**src/rtl/vec_mem_access.sv**
```systemverilog
// Four-lane vector load/store sequencer: one memory access per cycle, lane address = base + lane*LANE_STRIDE.
// Optional alignment rejection when VEC_MEM_ALIGN_CHECK_EN is defined (misalign pulse instead of an access).
module vec_mem_access #(
  parameter int LANE_STRIDE = 4
) (
  input  logic        clk,
  input  logic        reset,
  input  logic        wr_mem_in,
  input  logic        rd_mem_in,
  input  logic [31:0] store_address_in,
  input  logic [31:0] v1in,
  input  logic [31:0] v2in,
  input  logic [31:0] v3in,
  input  logic [31:0] v4in,
  input  logic [31:0] mem_rdata,
  output logic [31:0] mem_addr,
  output logic [31:0] mem_wdata,
  output logic        mem_we,
  output logic        mem_re,
  output logic [31:0] ld1out,
  output logic [31:0] ld2out,
  output logic [31:0] ld3out,
  output logic [31:0] ld4out,
  output logic        stall,
  output logic        done,
  output logic        misalign
);

  typedef enum logic [2:0] {S_IDLE, S_STORE, S_LOAD, S_DRAIN, S_FINISH} state_t;

  state_t      state_q, state_d;
  logic [1:0]  cnt_q, cnt_d;
  logic [31:0] base_q, base_d;
  logic [31:0] vd_q [4];
  logic [31:0] vd_d [4];
  logic [31:0] ld_q [4];
  logic [31:0] ld_d [4];
  logic        rd_pend_q, rd_pend_d;
  logic [1:0]  rd_lane_q, rd_lane_d;
  logic        misalign_q, misalign_d;
  logic        req;
  logic        req_bad;
  logic [31:0] lane_addr;

  assign req       = wr_mem_in | rd_mem_in;
  assign lane_addr = base_q + 32'(cnt_q) * 32'(LANE_STRIDE);

`ifdef VEC_MEM_ALIGN_CHECK_EN
  assign req_bad = store_address_in[1:0] != 2'b00;
`else
  assign req_bad = 1'b0;
`endif

  always_comb begin
    state_d    = state_q;
    cnt_d      = cnt_q;
    base_d     = base_q;
    vd_d       = vd_q;
    ld_d       = ld_q;
    rd_pend_d  = 1'b0;
    rd_lane_d  = rd_lane_q;
    misalign_d = 1'b0;
    mem_we     = 1'b0;
    mem_re     = 1'b0;
    mem_addr   = 32'h0;
    mem_wdata  = 32'h0;
    stall      = 1'b0;
    done       = 1'b0;

    // Read data returns one cycle after its strobe; land it in the lane that issued it.
    if (rd_pend_q) ld_d[rd_lane_q] = mem_rdata;

    case (state_q)
      S_IDLE: begin
        if (req && req_bad) begin
          misalign_d = 1'b1;
        end else if (req) begin
          stall   = 1'b1;
          base_d  = store_address_in;
          vd_d    = '{v1in, v2in, v3in, v4in};
          cnt_d   = 2'd0;
          state_d = wr_mem_in ? S_STORE : S_LOAD;
        end
      end
      S_STORE: begin
        stall     = 1'b1;
        mem_we    = 1'b1;
        mem_addr  = lane_addr;
        mem_wdata = vd_q[cnt_q];
        cnt_d     = cnt_q + 2'd1;
        if (cnt_q == 2'd3) state_d = S_FINISH;
      end
      S_LOAD: begin
        stall     = 1'b1;
        mem_re    = 1'b1;
        mem_addr  = lane_addr;
        rd_pend_d = 1'b1;
        rd_lane_d = cnt_q;
        cnt_d     = cnt_q + 2'd1;
        if (cnt_q == 2'd3) state_d = S_DRAIN;
      end
      S_DRAIN: begin
        stall   = 1'b1;
        state_d = S_FINISH;
      end
      S_FINISH: begin
        done    = 1'b1;
        state_d = S_IDLE;
      end
      default: state_d = S_IDLE;
    endcase
  end

  always_ff @(posedge clk) begin
    if (reset) begin
      state_q    <= S_IDLE;
      cnt_q      <= 2'd0;
      base_q     <= 32'h0;
      vd_q       <= '{default: 32'h0};
      ld_q       <= '{default: 32'h0};
      rd_pend_q  <= 1'b0;
      rd_lane_q  <= 2'd0;
      misalign_q <= 1'b0;
    end else begin
      state_q    <= state_d;
      cnt_q      <= cnt_d;
      base_q     <= base_d;
      vd_q       <= vd_d;
      ld_q       <= ld_d;
      rd_pend_q  <= rd_pend_d;
      rd_lane_q  <= rd_lane_d;
      misalign_q <= misalign_d;
    end
  end

  assign ld1out   = ld_q[0];
  assign ld2out   = ld_q[1];
  assign ld3out   = ld_q[2];
  assign ld4out   = ld_q[3];
  assign misalign = misalign_q;

endmodule

```
**config.mk**
```make
export PLATFORM = sky130hd
export DESIGN_NAME = vec_mem_access
export DESIGN_NICKNAME = d
export VERILOG_FILES = /design/src/rtl/vec_mem_access.sv
export SDC_FILE = /design/constraint.sdc
export NUM_CORES = 1
export LEC_CHECK = 0
export ABC_CLOCK_PERIOD_IN_PS = 4200
export CAP_MARGIN = 40
export CORE_UTILIZATION = 35
export CTS_BUF_LIST = sky130_fd_sc_hd__clkbuf_8 sky130_fd_sc_hd__clkbuf_16
export DETAILED_ROUTE_END_ITERATION = 16
export SLEW_MARGIN = 20
export SYNTH_ARGS = -nofsm -noshare
export SYNTH_HDL_FRONTEND = slang
export SYNTH_SLANG_ARGS = --single-unit
```
**constraint.sdc**
```tcl
create_clock -name clk -period 4.2 [get_ports clk]
set_clock_uncertainty 0.1 [all_clocks]
set_input_delay 0.84 -clock clk [delete_from_list [all_inputs] [get_ports clk]]
set_output_delay 0.84 -clock clk [all_outputs]
set_load 0.005 [all_outputs]
```
==> results.toml <==
[route]
wl_mm = 39.48
viasPerCell = 4.885
via_count = 11300
wl_per_cell_um = 17.08
dr.pass1.iters = 5
drc = 0
antenna_left = 0
first_iter_violations = 584

[hold_path]
hold_end = "ld1out[6]"
hp-class = "reg2reg"
hold_path.startpoint = "ld1out[6]"
min_path_cells = 2

[placed_design]
io_buffers = 391
dpl.hpwl_mm = 26.34
placed_cells = 2242
globalplace.congestion = 0.8329

[global_routing]
grt_pass1_vias = 10850
grt_antenna_before_repair = 4
overflow = 0
track_usage_pct = 21.99
grt_max_degree = 143
grt_pass1_wl_mm = 61.27

[yosys]
synth_top_cell_area_share_pct = 49.51
syn-instance-count = 1506
ys_warn_count = 0
yosysTopAreaCell = "dfxtp_1"
synthTopCellsByArea = "dfxtp_1 50%, nand2_1 18%, a21oi_1 13%"
synthArstFlopShare_pct = 0
yosysSeqAreaShare_pct = 49.51
synth-main-ff-cell = "dfxtp_1"
ys_types = 46
syn-num-nets = 1706
syn_area_mm2 = 0.01197
synth-seq-cells = 296
synth-edff-count = 0
synth_area_per_cell_um2 = 7.948

[sta]
setup_tns_ns = 0
period_needed_ns = 4.012
rsz0062_at_grt = "no"
max_freq_mhz = 249.3
timing.final.crit_share_pct = 95.51
hold_violations = 0
slew_violations = 0
setup_violations = 0
slew_headroom_pct = 45.95
worst_pin_slew_ns = 0.8107

[outcome]
outcome = "finished clean"

[critical_path]
r2r-start = "state_q[2]"
cp_common_cell = "a21oi_1"
worst-path-buf-inv = 1
ff2ff_setup_slack_ns = 1.94
cp-start-kind = "flip-flop"
critPathSlowestCell = "or4b_4"
crit_type = "reg2out"
path_depth = 6
crit_path_max_fanout = 12
cp_top_family = "simple AND/OR/NAND/NOR gates"
cp-end-kind = "output port"
critical_path_arrival_ns = 3.07
cpPeakStageDelay_ns = 0.62
crit_chain = "ha_1, a21oi_1, or4b_4, or4_1, a21oi_1, clkdlybuf4s50_1"
rr_worst_depth = 4
worstPathRequired_ns = 3.26
timing.rr.end = "vd_q[35]"

[clocking]
cts_tree = "yes"
hold_buffers = 0
root_buffer = "clkbuf_16"
clock_path_buffers = 3
numCtsBuffers = 34
insertion_delay_ns = 0.50
cts.htree.levels = 2
cts_resized = 0
clk_pin_slew_ns = 0.06
cts.sinks = 296

[finish]
drive_above_1_share_pct = 6.401
area_growth_pct = 45.40
final_common_cell = "nand2_1"
mostFrequentLayoutCells = "587 x nand2_1, 390 x clkdlybuf4s50_1, 307 x a21oi_1"
instances_no_fill = 2312
final_nets = 2034

[power]
peakVddDrop_v = 0.0002394
cellPowerDensity_mw_per_mm2 = 396.9
p_leak_nw = 6.104

[job]
cap_violations = 0

[die]
die_w_um = 186.9
fp.coreArea_mm2 = 0.03362
dieArea_mm2 = 0.03494
die_h_um = 186.9
initial_core_util_pct = 35.61
io_pins = 393
row_count = 67
worst max-delay path by stage:
| stage | start | endpoint | slack (ns) |
|---|---|---|---|
| finish | base_q[3] | mem_addr[27] | 0.19 |
| floorplan | cnt_q[0] | mem_addr[28] | 1.30 |
| global placement | base_q[2] | mem_addr[26] | 0.54 |
| detailed placement | base_q[2] | mem_addr[26] | 0.52 |
| CTS | base_q[3] | mem_addr[27] | 0.16 |
| global route | base_q[2] | mem_addr[22] | 0.05 |
per-stage QoR:
step / utilization, % / worst slack (ns) / total power [W] / hold WS (ns) / area, µm²
floorplan: - / 1.300 / 0.003563 / 0.3317 / 11970
global placement: 48.10 / 0.5380 / 0.003992 / 0.3397 / 16170
detailed placement: 48.19 / 0.5177 / 0.004008 / 0.3434 / 16200
CTS: 51.59 / 0.1597 / 0.007002 / 0.3514 / 17340
global route: 51.75 / 0.04872 / 0.007210 / 0.3654 / 17400
finish: 51.77 / 0.1885 / 0.006908 / 0.3523 / 17400
cells by family (layout without fill, tap and decap cells):
logic type | after synthesis | after routing | share of synthesized area, %
compound gates | 331 | 331 | 14.29
other cells | 1 | 6 | 0.03133
fa+ha+maj | 4 | 4 | 0.4809
flops | 296 | 296 | 49.51
mux | 33 | 33 | 6.105
xor+xnor | 13 | 13 | 0.9513
buf+inv | 123 | 476 | 4.129
simple gates | 705 | 705 | 24.50
worst min-delay path, delay by kind of cell, from the launching register on:
kind,cells,cell delay (ns)
flip-flops,1,0.31
AND/OR/NAND/NOR,1,0.05
AO/OA/AOI/OAI,1,0.05
synthesized netlist by cell type (2+ instances only):
library cell	number
nand4_1	8
nand3_1	11
o31ai_1	12
or3_1	3
xnor2_1	4
and4_1	4
mux4_2	32
xor2_1	9
inv_1	3
nor3_1	2
and2_1	37
o21ai_0	5
clkbuf_1	100
nand2_1	587
nor3b_1	3
a21oi_1	307
nor2_1	22
or4_1	13
buf_2	17
nor4_1	2
dfxtp_1	296
and3_1	2
ha_1	3
a211oi_1	2
timing repair:
| action | CTS | global route |
|---|---|---|
| endpoints found under the setup margin | 1 | 0 |
| buffers inserted | 2 | 0 |
| endpoints found under the hold margin | 0 | 0 |
report_power, final:
| group | internal, W | leakage (nW) | total [W] | switching (W) |
|---|---|---|---|---|
| sequential | 0.00295 | 2.42 | 0.00305 | 0.0000941 |
| combinational | 0.000446 | 3.09 | 0.000892 | 0.000446 |
| clock | 0.00180 | 0.595 | 0.00297 | 0.00117 |
area by class of cell:
class	count	area, µm²
antenna	5	12.51
clock buffer	38	905.9
clock inverter	23	222.7
fill	3243	16210
inverter	3	11.26
multi-input combinational	1087	5587
sequential	296	5928
tap	448	560.5
timing repair buffer	412	4175
flip-flops by register name, indices dropped and copies added (netlist names):
signal / flops
ld2out: 32
state_q: 3
ld3out: 32
ld4out: 32
base_q: 32
vd_q: 128
rd_lane_q: 2
rd_pend_q: 1
cnt_q: 2
ld1out: 32
layer usage:
| metal | track usage [%] | vias up | part of all wire, % | routed length, µm |
|---|---|---|---|---|
| met2 | 35.92 | 326 | 47 | 18640 |
| met1 | 28.20 | 5242 | 43 | 17110 |
| li1 | - | 5662 | - | - |
| met4 | 7.818 | 2 | 2.8 | 1115 |
| met3 | 5.385 | 63 | 6.6 | 2602 |
| met5 | 0 | - | 0.033 | 13 |
No activity file was read; power rests on OpenSTA's default activity.
